==> src/rtl/cut_sequencer.sv <==
// Cutting-station sequencer: for each requested slice it runs the feed
// motor for one pitch, waits for the ingredient to settle, then enables
// the cut stepper for one full chop stroke. A per-phase watchdog traps
// stalled drives in ERROR; abort_i abandons a job or clears a fault.
module cut_sequencer #(
   parameter int CNT_W          = 6,
   parameter int SETTLE_CYCLES  = 25000,
   parameter int TIMEOUT_CYCLES = 50000000
) (
   input  logic             clk,
   input  logic             rst,
   input  logic             start_i,
   input  logic [CNT_W-1:0] num_cuts_i,
   input  logic             abort_i,
   output logic             feed_o,
   input  logic             feed_done_i,
   output logic             cut_o,
   input  logic             cut_end_i,
   output logic             busy_o,
   output logic             done_o,
   output logic             err_o,
   output logic [CNT_W-1:0] cut_cnt_o
);

   typedef enum logic [2:0] {
      S_IDLE,
      S_FEED,
      S_SETTLE,
      S_CUT,
      S_DONE,
      S_ERROR
   } state_t;

   localparam logic [31:0] SETTLE_LAST  = 32'(SETTLE_CYCLES - 1);
   localparam logic [31:0] TIMEOUT_LAST = 32'(TIMEOUT_CYCLES - 1);
   localparam logic [31:0] TIMER_MAX    = 32'hFFFF_FFFF;

   // State and datapath registers
   state_t           r_state;
   logic [CNT_W-1:0] r_target;
   logic [CNT_W-1:0] r_cnt;
   logic [31:0]      r_timer;

   // cut_end_i crosses in from the divided stepper clock
   logic r_sync1;
   logic r_sync2;
   logic r_hist;

   // Registered Moore outputs
   logic r_feed;
   logic r_cut;
   logic r_busy;
   logic r_done;
   logic r_err;

   // Next-state values
   state_t           w_next_state;
   logic [CNT_W-1:0] w_next_target;
   logic [CNT_W-1:0] w_next_cnt;
   logic [31:0]      w_next_timer;
   logic [CNT_W-1:0] w_cnt_inc;
   logic             w_zero_done;
   logic             w_stroke;
   logic             w_timed_out;

   // A stroke is a fresh rising edge of the synchronised flag; a level that
   // was already high before CUT was entered has had its edge consumed.
   assign w_stroke    = r_sync2 & ~r_hist;
   assign w_cnt_inc   = r_cnt + CNT_W'(1);
   assign w_timed_out = (r_timer == TIMEOUT_LAST);

   // Next-state, counter and target decode
   always_comb begin
      // NOTE: every signal written here gets a default first, so no path
      // through the case leaves one unassigned and no latch is inferred.
      w_next_state  = r_state;
      w_next_target = r_target;
      w_next_cnt    = r_cnt;
      w_zero_done   = 1'b0;

      case (r_state)
         S_IDLE: begin
            if (start_i) begin
               w_next_cnt = '0;
               if (num_cuts_i != '0) begin
                  w_next_target = num_cuts_i;
                  w_next_state  = S_FEED;
               end else begin
                  // Empty job: report completion without leaving IDLE
                  w_zero_done = 1'b1;
               end
            end
         end
         S_FEED: begin
            if (abort_i)          w_next_state = S_IDLE;
            else if (feed_done_i) w_next_state = S_SETTLE;
            else if (w_timed_out) w_next_state = S_ERROR;
         end
         S_SETTLE: begin
            if (abort_i)                     w_next_state = S_IDLE;
            else if (r_timer == SETTLE_LAST) w_next_state = S_CUT;
         end
         S_CUT: begin
            if (abort_i) begin
               w_next_state = S_IDLE;
            end else if (w_stroke) begin
               w_next_cnt   = w_cnt_inc;
               w_next_state = (w_cnt_inc == r_target) ? S_DONE : S_FEED;
            end else if (w_timed_out) begin
               w_next_state = S_ERROR;
            end
         end
         S_DONE: begin
            w_next_state = S_IDLE;
         end
         S_ERROR: begin
            if (abort_i) w_next_state = S_IDLE;
         end
         default: begin
            w_next_state = S_IDLE;
         end
      endcase
   end

   // Phase timer: zero on every state change, saturating count while timed
   always_comb begin
      w_next_timer = '0;
      if (w_next_state == r_state &&
          (r_state == S_FEED || r_state == S_SETTLE || r_state == S_CUT)) begin
         w_next_timer = (r_timer == TIMER_MAX) ? r_timer : r_timer + 32'd1;
      end
   end

   // State, datapath, synchroniser and registered output update
   always_ff @(posedge clk) begin
      // NOTE: reset is synchronous, so it is an ordinary branch inside the
      // clocked block and clk alone sits in the sensitivity list.
      if (rst) begin
         r_state  <= S_IDLE;
         r_target <= '0;
         r_cnt    <= '0;
         r_timer  <= '0;
         r_sync1  <= 1'b0;
         r_sync2  <= 1'b0;
         r_hist   <= 1'b0;
         r_feed   <= 1'b0;
         r_cut    <= 1'b0;
         r_busy   <= 1'b0;
         r_done   <= 1'b0;
         r_err    <= 1'b0;
      end else begin
         // NOTE: non-blocking assignments make every register here sample
         // the pre-edge values, so the synchroniser chain shifts one stage
         // per clock instead of collapsing into a single flop.
         r_state  <= w_next_state;
         r_target <= w_next_target;
         r_cnt    <= w_next_cnt;
         r_timer  <= w_next_timer;
         r_sync1  <= cut_end_i;
         r_sync2  <= r_sync1;
         r_hist   <= r_sync2;
         r_feed   <= (w_next_state == S_FEED);
         r_cut    <= (w_next_state == S_CUT);
         r_busy   <= (w_next_state != S_IDLE) && (w_next_state != S_ERROR);
         r_done   <= (w_next_state == S_DONE) || w_zero_done;
         r_err    <= (w_next_state == S_ERROR);
      end
   end

   assign feed_o    = r_feed;
   assign cut_o     = r_cut;
   assign busy_o    = r_busy;
   assign done_o    = r_done;
   assign err_o     = r_err;
   assign cut_cnt_o = r_cnt;

endmodule

==> config.mk <==
export PLATFORM = sky130hd
export DESIGN_NAME = cut_sequencer
export DESIGN_NICKNAME = d
export VERILOG_FILES = /design/src/rtl/cut_sequencer.sv
export SDC_FILE = /design/constraint.sdc
export NUM_CORES = 1
export LEC_CHECK = 0
export ABC_AREA = 1
export CAP_MARGIN = 20
export CORE_ASPECT_RATIO = 2
export CORE_MARGIN = 2
export CORE_UTILIZATION = 59
export CTS_BUF_LIST = sky130_fd_sc_hd__clkbuf_16
export DETAILED_ROUTE_END_ITERATION = 16
export PLACE_DENSITY = 0.8
export REMOVE_ABC_BUFFERS = 1
export SKIP_CTS_REPAIR_TIMING = 1
export SLEW_MARGIN = 10
export SYNTH_ARGS = -nofsm -noshare
export SYNTH_HDL_FRONTEND = slang
export SYNTH_SLANG_ARGS = --single-unit
==> constraint.sdc <==
create_clock -name clk -period 2.41 [get_ports clk]
set_input_delay 0.6025 -clock clk [delete_from_list [all_inputs] [get_ports clk]]
set_output_delay 0.6025 -clock clk [all_outputs]
set_load 0.03 [all_outputs]
# After elaboration in Yosys (flattened, before gate mapping)
# Cells that the tools add are included.
# classes
addsub,2
n_eq_ne,17
mux,19
bitwise,3
n_reduce_logical,12
# op_table
operator,count
3-bit two-way mux,11
"32-bit by 1-bit adder with 32-bit output, second input constant",1
"32-bit by 15-bit equality test with 1-bit output, second input constant",1
"32-bit by 26-bit equality test with 1-bit output, second input constant",1
"32-bit equality test, second input constant",1
6-bit two-way mux,3
3-bit case mux with 5 select lines,1
6-bit case mux with 2 select lines,1
"3-bit by 2-bit equality test with 1-bit output, second input constant",3
"3-bit equality test, second input constant",3
"6-bit by 1-bit adder with 6-bit output, second input constant",1
"3-bit by 1-bit equality test with 1-bit output, second input constant",2
6-bit equality test,1
"2-bit inequality test, second input constant",3
6-bit nonzero test,1
4-bit AND reduction,1
3-bit equality test,1
3-bit zero test,1
1-bit logical OR,3
1-bit two-way mux,3
"3-bit inequality test, second input constant",1
3-bit AND reduction,1
3-bit nonzero test,1
1-bit logical AND,2
4 further kinds,5
# word_totals
register_bits,55
inputBits,12
out_inout_bits,11
elab_cells,65

# Logic depth before layout (Yosys ltp)
# Gate-level depths: netlist of the first run.
# depth
word_depth,10
depth_mapped,18
depth_no_buf,17

# Worst setup path before layout of the first run
# No wires, ideal clock.
# synth_timing
path_type,flip-flop to flip-flop
startpoint,reg r_cnt[0] (netlist: cut_cnt_o[0])
endpoint,reg r_timer[6]
arrival_time_ns,1.985
required_time_ns,2.294
setup_slack_ns,0.309
stages_incl_launch_ff,14
path_buffers,1
synth_period_minus_slack_ns,2.101
path_cell_list,dfxtp_1 -> ha_1 -> nand4_1 -> a21boi_0 -> nor2_2 -> nand3_1 -> nand2_1 -> nand2_1 -> nand2_1 -> nand2_2 -> nand2_2 -> nand3_4 -> buf_6 -> nor2_1
# synth_between
elab_chain_len,10
# synth_lines
element,line,source
"start, declared",41,logic [CNT_W-1:0] r_cnt;
"start signal, assigned",157,r_cnt <= w_next_cnt;
6-bit by 1-bit adder with 6-bit output,69,assign w_cnt_inc = r_cnt + CNT_W'(1);
6-bit equality test,108,w_next_state = (w_cnt_inc == r_target) ? S_DONE : S_FEED;
3-bit two-way mux,108,
3-bit two-way mux,106,end else if (w_stroke) begin
3-bit two-way mux,104,if (abort_i) begin
3-bit case mux with 5 select lines,81,case (r_state)
3-bit equality test,128,if (w_next_state == r_state &&
1-bit logical AND,128,
1-bit inverter (no line),n/a,
2-bit OR reduction (no line),n/a,
"end signal, assigned",158,r_timer <= w_next_timer;
"end, declared",42,logic [31:0] r_timer;
# No other way between the ends.
# A chain may end at the register's enable or synchronous reset.

# Final worst setup path of the first run
# layout_timing
startpoint,reg r_timer[0]
endpoint,reg r_timer[25]
# layout_between
elab_chain_len,9
# layout_lines
element,line,source
32-bit by 26-bit equality test with 1-bit output,70,assign w_timed_out = (r_timer == TIMEOUT_LAST);
3-bit two-way mux,"97, 109",
"3-bit two-way mux, on equally long branches","106, 96",
"3-bit two-way mux, on equally long branches","104, 95",
3-bit case mux with 5 select lines,81,
3-bit equality test,128,
1-bit logical AND,128,
1-bit inverter (no line),n/a,
2-bit OR reduction (no line),n/a,
# Several ways; a longest one is shown, not always the timed one.

==> results of run 1 <==
## through the flow
stage	TNS, ns	hold WS [ns]	total power, mW
2_1_floorplan	0	0.388	1.09
3_3_place_gp	-1.44	0.394	1.18
3_5_place_dp	-0.606	0.407	1.19
4_1_cts	0	0.417	1.89
5_1_grt	0	0.445	1.94
6_report	0	0.410	1.88
## sequential cells by signal, summed over array words and instances (netlist names)
signal / flops
done_o: 1
feed_o: 1
r_hist: 1
cut_cnt_o: 6
cut_o: 1
r_sync1: 1
busy_o: 1
r_sync2: 1
r_timer: 32
r_target: 6
err_o: 1
r_state: 3
## worst min path at each step
stage | from | endpoint | slack [ns] | depth (start not counted)
finish | r_sync1$_SDFF_PP0_ | r_sync2$_SDFF_PP0_ | 0.41 | 2
global route | r_sync1$_SDFF_PP0_ | r_sync2$_SDFF_PP0_ | 0.45 | 2
CTS | r_sync1$_SDFF_PP0_ | r_sync2$_SDFF_PP0_ | 0.42 | 2
detailed placement | r_sync1$_SDFF_PP0_ | r_sync2$_SDFF_PP0_ | 0.41 | 2
global placement | r_sync1$_SDFF_PP0_ | r_sync2$_SDFF_PP0_ | 0.39 | 2
floorplan | r_sync1$_SDFF_PP0_ | r_sync2$_SDFF_PP0_ | 0.39 | 2
## Yosys cell counts
master     n
ha_1       2
nor2_2    32
o21ai_0    5
a21oi_1   15
nand2_2    5
nor3b_1    1
nor3_1    19
nor2_4     1
xor2_1    24
buf_2      3
nor3_4     1
o31ai_1    1
nor3_2     1
clkinv_1   1
a31oi_1    3
inv_1     60
nor4_2     2
nand3_1   30
nand3_4    1
nand3_2    2
clkbuf_1   2
nor2_1    89
dfxtp_1   55
a211oi_1   5
inv_2      5
o21ai_2    2
nand2_1   97
buf_4      1
nand4_1   11
o21ai_1    3
xnor2_1    4
buf_6      3
a21boi_0   1
nor4_1    12
## critical path: stages (launching register included)
cell	delay [ns]
dfxtp_1	0.37
ha_1	0.21
inv_1	0.13
nor3_4	0.32
nand3_1	0.18
o21ai_1	0.15
nand2_1	0.06
nand3_1	0.06
nand2_1	0.06
nor2_2	0.16
nand3_4	0.11
buf_12	0.18
nor2_1	0.10
## cells by family (layout without fill, tap and decap cells)
family / after synthesis / in the layout
AO/OA/AOI/OAI: 35 / 35
XOR/XNOR: 28 / 28
adder cells (fa/ha/maj): 2 / 2
buffers and inverters: 75 / 109
flip-flops: 55 / 55
AND/OR/NAND/NOR: 304 / 304
## metal layers
metal	GRT usage	up-vias	routed length, um
met1	0.278	1480	3120
li1	-	1651	-
met5	0	-	0
met2	0.633	110	5210
met3	0.0408	55	294
met4	0.259	0	853
## final cells by class
type	instances	area [sq um]	area share
multi-input combinational	369	1910	0.500
sequential	55	1100	0.288
timing repair buffer	35	343	0.0897
inverter	66	249	0.0652
clock buffer	5	125	0.0328
tap	60	75.1	0.0197
clock inverter	3	16.3	0.00426
## power groups by stage
stage | logic [mW] | registers (mW) | clock network, mW
final | 0.219 | 0.952 | 0.708
after global routing | 0.238 | 0.953 | 0.749
after CTS | 0.218 | 0.951 | 0.723
after detailed placement | 0.217 | 0.972 | 0
after global placement | 0.212 | 0.971 | 0
after floorplan | 0.103 | 0.987 | 0
==> flow_summary.toml, run 1 <==
[floorplan]
core_area_sq_um = 5420
initial_utilization = 0.611
dieHeight_um = 110
io_pins = 23
die_w_um = 57.0
dieArea_sq_um = 6270
core.rowCount = 38

[flow_run]
cap_violations = 0

[logic_synthesis]
synth_top_family_by_area = "simple AND/OR/NAND/NOR gates"
netlist_area_sq_um = 3310
muxShareOfSynthArea = 0
synth_xor_area_frac = 0.0740
synth_area_leaders = "dfxtp_1, nand2_1, nor2_1"
synth_top_area_share = 0.332
syn_area_per_cell_sq_um = 6.64
synth_compound_area_frac = 0.0616
seq_area_frac_synth = 0.332
yosysUniqueCellTypes = 34
synth_fa_ha_area_frac = 0.00755
synth-seq-cells = 55
yosys_warnings = 0
synth_area_leader_cell = "dfxtp_1"
synthSimpleGateAreaFrac = 0.431
synthCells = 499

[sta]
relSlewSlack = 0.638
setup_violations = 0
report.final.slew_viol_count = 0
rsz0062_at_grt = "false"
fin_crit_sh = 0.907
max_freq_mhz = 457
clock_skew_ns = 0.00205
period_minus_slack_ns = 2.19
worstMarginPinSlew_ns = 0.539
timing_hold_violations_final = 0
layout_setup_ws_ns = 0.223

[cts]
numCtsBuffers = 5
cts_sinks = 55
cts_buffer_depth = 2
cts.reportedPaths.clkPinSlew_ns = 0.07
cts_tree = "done"
clock_latency_ns = 0.29
htree_levels = 2
clockRootBuffer = "clkbuf_16"

[placed_design]
place_inst = 584
place_ws_ns = -0.0435
gp_congestion = 0.994
port_buffers = 22
post-dp-hpwl_um = 7580
place_area_sq_um = 3660

[worst_setup_path]
endpoint = "r_timer[25]$_SDFFE_PP0P_"
r2r_setup_slack_ns = 0.22
cp_max_fo = 18
arrival_ns = 2.42
setup.worst_path.class = "reg2reg"
rr_endpoint = "r_timer[25]$_SDFFE_PP0P_"
rr_worst_depth = 12
critPathRequiredTime_ns = 2.64
r2r-start = "r_timer[0]$_SDFFE_PP0P_"
startpoint_type = "flop"
crit_start = "r_timer[0]$_SDFFE_PP0P_"
crit_path_end_kind = "flop"

[finish]
fillers = 483
area_growth_pct = 15.3
num_antenna_cells = 0
fin_nets = 546
final_common_cell = "nand2_1"
drive_gt1_frac = 0.141
final_cells = 593
design_area_sq_um = 3820
layout_common_cells = "nand2_1, nor2_1, inv_1, dfxtp_1, nor2_2"
final_core_util = 0.705

[route]
wl_per_cell_um = 16.0
avgViaCountPerCell = 5.56
wl_um = 9480
ant_nets = 0
route.detailed.drc = 0
drtIter0Drc = 158
drt-pass1-iter-count = 4
via_count = 3296

[power]
switching_share = 0.255
net-switching-power_uw = 479
internal-power_mw = 1.40
leakagePower_nw = 1.49
combPwrFrac = 0.116
p_per_area_nw_per_um2 = 492
sequentialPowerShare = 0.507
p_clk_frac = 0.377
peakVddDrop_v = 0.000526

[global_routing]
grt_max_degree = 26
grt_overflow_total = 0
grtUsageTotal = 0.323
grt_pass1_wl_um = 15200
grt_pass1_vias = 3277
antenna_found_initial = 0

[status]
status = "complete, no violations"

[min_path]
hold_path_class = "reg2reg"
(Power assumes the default switching activity.)
==> run 2: changes to the inputs <==
--- a/config.mk
+++ b/config.mk
@@ -8,9 +8,7 @@
 export ABC_AREA = 1
 export CAP_MARGIN = 20
 export CORE_ASPECT_RATIO = 2
-export CORE_MARGIN = 2
 export CORE_UTILIZATION = 59
-export CTS_BUF_LIST = sky130_fd_sc_hd__clkbuf_16
 export DETAILED_ROUTE_END_ITERATION = 16
 export PLACE_DENSITY = 0.8
 export REMOVE_ABC_BUFFERS = 1
==> run 2 against run 1 <==
- sequential cell count stayed put
- via count grew 0.70%
- first-iteration DRC count down 24%
- clock power down 26%
- critical path type unchanged
- die area is 5.3% lower
==> flow_summary.toml, run 2 (synthesis results as in run 1) <==
[power]
switching_share = 0.264
p_per_area_nw_per_um2 = 452
p_clk_frac = 0.310
leakagePower_nw = 1.44
net-switching-power_uw = 446
sequentialPowerShare = 0.563
peakVddDrop_v = 0.000465
combPwrFrac = 0.127
power_mw = 1.69
internal-power_mw = 1.24

[finish]
drive_gt1_frac = 0.130
layout_common_cells = "nand2_1, nor2_1, inv_1, dfxtp_1, nor2_2"
area_growth_pct = 12.7
num_antenna_cells = 0
fin_nets = 543
final_core_util = 0.689
final_common_cell = "nand2_1"
largest_register_ffs = 32
regMostFlops = "r_timer"

[floorplan]
dieHeight_um = 108
die_w_um = 55.0
dieArea_sq_um = 5940
io_pins = 23
core_area_sq_um = 5420
core.rowCount = 38
initial_utilization = 0.611

[global_routing]
grt_pass1_wl_um = 14400
antenna_found_initial = 0
grt_overflow_total = 0
grt_pass1_vias = 3290
grt_max_degree = 26
grtUsageTotal = 0.349

[flow_run]
cap_violations = 0

[worst_setup_path]
setup.worst_path.class = "reg2reg"
startpoint_type = "flop"
cp_max_fo = 17
cp_cell_sequence = "inv_1, nor2_1, nand2_1, nor2_1, nand2_1, o21ai_1, nand2_1, nand3_1, nand2_1, nor2_2, nand3_4, buf_12, nor2_1"
cp_common_cell = "nand2_1"
slowest_stage = "dfxtp_1"
max_stage_delay_ns = 0.37
crit_path_end_kind = "flop"
critPathRequiredTime_ns = 2.67
arrival_ns = 2.51

[route]
wl_per_cell_um = 16.0
avgViaCountPerCell = 5.63
met1_length_um = 3070
via_count = 3319
wl_met3_um = 290
drt-pass1-iter-count = 5
route.detailed.drc = 0
ant_nets = 0
wl_um = 9430
dr_wl_met2_um = 5090
top_layer = "met4"
drtIter0Drc = 120

[sta]
fin_crit_sh = 0.934
timing_hold_violations_final = 0
tns_ns = 0
setup_violations = 0
max_freq_mhz = 444
relSlewSlack = 0.652
holdWs_ns = 0.412
clock_skew_ns = 0.00360
rsz0062_at_grt = "false"
worstMarginPinSlew_ns = 0.518
report.final.slew_viol_count = 0
period_minus_slack_ns = 2.25

[placed_design]
post-dp-hpwl_um = 7410
port_buffers = 22
gp_congestion = 1.05

[cts]
numCtsBuffers = 5
htree_levels = 2
cts_buffer_depth = 2
cts_sinks = 55
cts.reportedPaths.clkPinSlew_ns = 0.09
clockRootBuffer = "clkbuf_8"
cts_tree = "done"
clock_latency_ns = 0.32

[status]
status = "complete, no violations"

[min_path]
hold_path_class = "reg2reg"
-- run 2: cell count changes in the layout (fill, tap and decap cells not counted), sizes merged --
cell | before | now
clkinvlp | 1 | 0
buf | 13 | 10
clkinv | 3 | 2
clkbuf | 5 | 6
-- run 2: power by group through the flow --
stage / logic [mW] / clock network, mW / registers [mW]
2_1_floorplan: 0.103 / 0 / 0.987
4_1_cts: 0.214 / 0.539 / 0.950
3_5_place_dp: 0.212 / 0 / 0.971
3_3_place_gp: 0.207 / 0 / 0.971
5_1_grt: 0.236 / 0.559 / 0.953
6_report: 0.214 / 0.523 / 0.951
-- run 2: per-stage QoR --
stage / area [sq um] / worst slack (ns) / std cells
floorplan: 3250 / 0.128 / 490
global placement: 3640 / -0.0384 / 582
detailed placement: 3640 / -0.0487 / 582
CTS: 3730 / 0.233 / 589
global route: 3730 / 0.0706 / 589
finish: 3730 / 0.158 / 589
-- run 2: layer usage --
metal,GRT usage,vias up
met3,0.0436,52
met4,0.346,0
li1,-,1648
met2,0.639,112
met5,0,-
met1,0.274,1507
-- run 2: critical path: cells and delay by family, from the launching register on --
family / cells / cell delay, ns
flops: 1 / 0.37
compound gates: 1 / 0.18
simple gates: 10 / 1.33
buf+inv: 2 / 0.29
-- run 2: final timing paths --
kind | start | to | slack (ns) | cells after the start
worst min register to register | r_sync1$_SDFF_PP0_ | r_sync2$_SDFF_PP0_ | 0.41 | 2
worst max-delay path | r_timer[25]$_SDFFE_PP0P_ | r_timer[6]$_SDFFE_PP0P_ | 0.16 | 13
worst max register to register | r_timer[25]$_SDFFE_PP0P_ | r_timer[6]$_SDFFE_PP0P_ | 0.16 | 13
worst min-delay path | r_sync1$_SDFF_PP0_ | r_sync2$_SDFF_PP0_ | 0.41 | 2
-- run 2: final cells by class --
| class | count | area (sq um) |
|---|---|---|
| Clock buffer | 6 | 82.6 |
| Sequential cell | 55 | 1100 |
| Multi-Input combinational cell | 369 | 1900 |
| Tap cell | 60 | 75.1 |
| Clock inverter | 1 | 5.00 |
| Inverter | 66 | 248 |
| Timing Repair Buffer | 32 | 320 |
| Fill cell | 514 | 1690 |
==> run 3: changes to the inputs <==
--- a/config.mk
+++ b/config.mk
@@ -9,8 +9,11 @@
 export CAP_MARGIN = 20
 export CORE_ASPECT_RATIO = 2
 export CORE_UTILIZATION = 59
+export CTS_CLUSTER_SIZE = 40
 export DETAILED_ROUTE_END_ITERATION = 16
+export GPL_ROUTABILITY_DRIVEN = 0
 export PLACE_DENSITY = 0.8
+export RECOVER_POWER = 50
 export REMOVE_ABC_BUFFERS = 1
 export SKIP_CTS_REPAIR_TIMING = 1
 export SLEW_MARGIN = 10
==> run 3 against run 2 <==
- clock-buffer cell count fell by 1
- largest power group unchanged
- worst hold slack improved by 0.0025 ns
- critical path type is now in2reg
- highest routed layer unchanged
- final cell count is 0.17% higher
- die area unchanged
- global-route usage is 1.7 points lower
- routed wire length fell by 5.1%
==> flow_summary.toml, run 3 (synthesis results as in run 1) <==
[floorplan]
initial_utilization = 0.611
dieHeight_um = 108
die_w_um = 55.0
core.rowCount = 38
io_pins = 23
core_area_sq_um = 5420
dieArea_sq_um = 5940

[status]
status = "complete, no violations"

[sta]
period_minus_slack_ns = 2.21
max_freq_mhz = 452
report.final.slew_viol_count = 0
setup_violations = 0
fin_crit_sh = 0.918
worstMarginPinSlew_ns = 0.856
relSlewSlack = 0.430
tns_ns = 0
timing_hold_violations_final = 0
clock_skew_ns = 0.00727
rsz0062_at_grt = "false"

[global_routing]
grtUsageTotal = 0.332
grt_pass1_vias = 3195
grt_pass1_wl_um = 13900
antenna_found_initial = 0
grt_overflow_total = 0
grt_max_degree = 26

[power]
peakVddDrop_v = 0.000512
power_mw = 1.80
p_per_area_nw_per_um2 = 477
leakagePower_nw = 1.48

[route]
wl_um = 8960
ant_nets = 0
wl_per_cell_um = 15.2
drt-pass1-iter-count = 4
via_count = 3287
route.detailed.drc = 0
drtIter0Drc = 114
avgViaCountPerCell = 5.57

[finish]
fin_nets = 543
largest_register_ffs = 32
regMostFlops = "r_timer"
final_common_cell = "nand2_1"
num_antenna_cells = 0
layout_common_cells = "nand2_1, nor2_1, inv_1, dfxtp_1, nor2_2"
drive_gt1_frac = 0.126
area_growth_pct = 13.6

[min_path]
min_to = "r_sync2$_SDFF_PP0_"
worstHoldStart = "r_sync1$_SDFF_PP0_"
hold_depth = 2
hold_path_class = "reg2reg"

[worst_setup_path]
rr_worst_depth = 11
r2r-start = "r_timer[1]$_SDFFE_PP0P_"
startpoint_type = "input pin"
setup.worst_path.class = "in2reg"
critPathRequiredTime_ns = 2.63
arrival_ns = 2.43
crit_path_end_kind = "flop"
cp_max_fo = 19
r2r_setup_slack_ns = 0.23
rr_endpoint = "r_timer[6]$_SDFFE_PP0P_"

[placed_design]
post-dp-hpwl_um = 7050
port_buffers = 22

[cts]
cts.reportedPaths.clkPinSlew_ns = 0.10
htree_levels = 2
clockRootBuffer = "clkbuf_8"
cts_sinks = 55
cts_buffer_depth = 2
numCtsBuffers = 5
clock_latency_ns = 0.32
cts_tree = "done"

[flow_run]
cap_violations = 0
-- run 3: metal layers --
metal | GRT usage | vias to the layer above | share of wire
met5 | 0 | - | 0
met4 | 0.268 | 0 | 0.084
met3 | 0.0605 | 49 | 0.039
met2 | 0.627 | 113 | 0.54
met1 | 0.261 | 1479 | 0.33
li1 | - | 1646 | -
-- run 3: per-stage QoR --
step	setup WS (ns)	area, sq um	hold WS, ns	instances	util
floorplan	0.128	3250	0.388	490	-
CTS	0.217	3770	0.417	590	0.696
global placement	-0.0784	3660	0.392	582	0.675
detailed placement	-0.0690	3660	0.400	582	0.675
global route	0.0196	3760	0.443	590	0.694
finish	0.198	3760	0.414	590	0.694
-- run 3: how the worst max path moves through the flow --
stage,end,slack [ns],depth (start not counted),startpoint
final,r_target[1]$_SDFFE_PP0P_,0.20,5,rst
after global routing,r_timer[29]$_SDFFE_PP0P_,0.02,9,r_timer[0]$_SDFFE_PP0P_
after CTS,cut_cnt_o[2],0.22,1,cut_cnt_o[2]$_SDFFE_PP0P_
after detailed placement,r_timer[24]$_SDFFE_PP0P_,-0.07,10,num_cuts_i[2]
after global placement,r_timer[24]$_SDFFE_PP0P_,-0.08,10,num_cuts_i[2]
after floorplan,r_timer[24]$_SDFFE_PP0P_,0.13,11,cut_cnt_o[0]$_SDFFE_PP0P_
-- run 3: cell type report --
class	instances	area [sq um]
multi-input cells	369	1900
fillers	487	1660
flip-flops and latches	55	1100
repair buffers	32	325
inverters	66	248
well taps	60	75.1
clock buffers	5	68.8
clock inverters	3	47.5
-- run 3: critical path: stages --
cell and delay [ns]:
dlygate4sd3_1 0.64, clkbuf_1 0.67, inv_1 0.27, o21ai_0 0.17, a21oi_1 0.07
-- run 3: power breakdown --
part | leakage [nW] | internal (mW) | switching, mW | total [mW]
clock | 0.0587 | 0.315 | 0.320 | 0.636
combinational | 0.979 | 0.0826 | 0.127 | 0.209
sequential | 0.446 | 0.931 | 0.0202 | 0.951
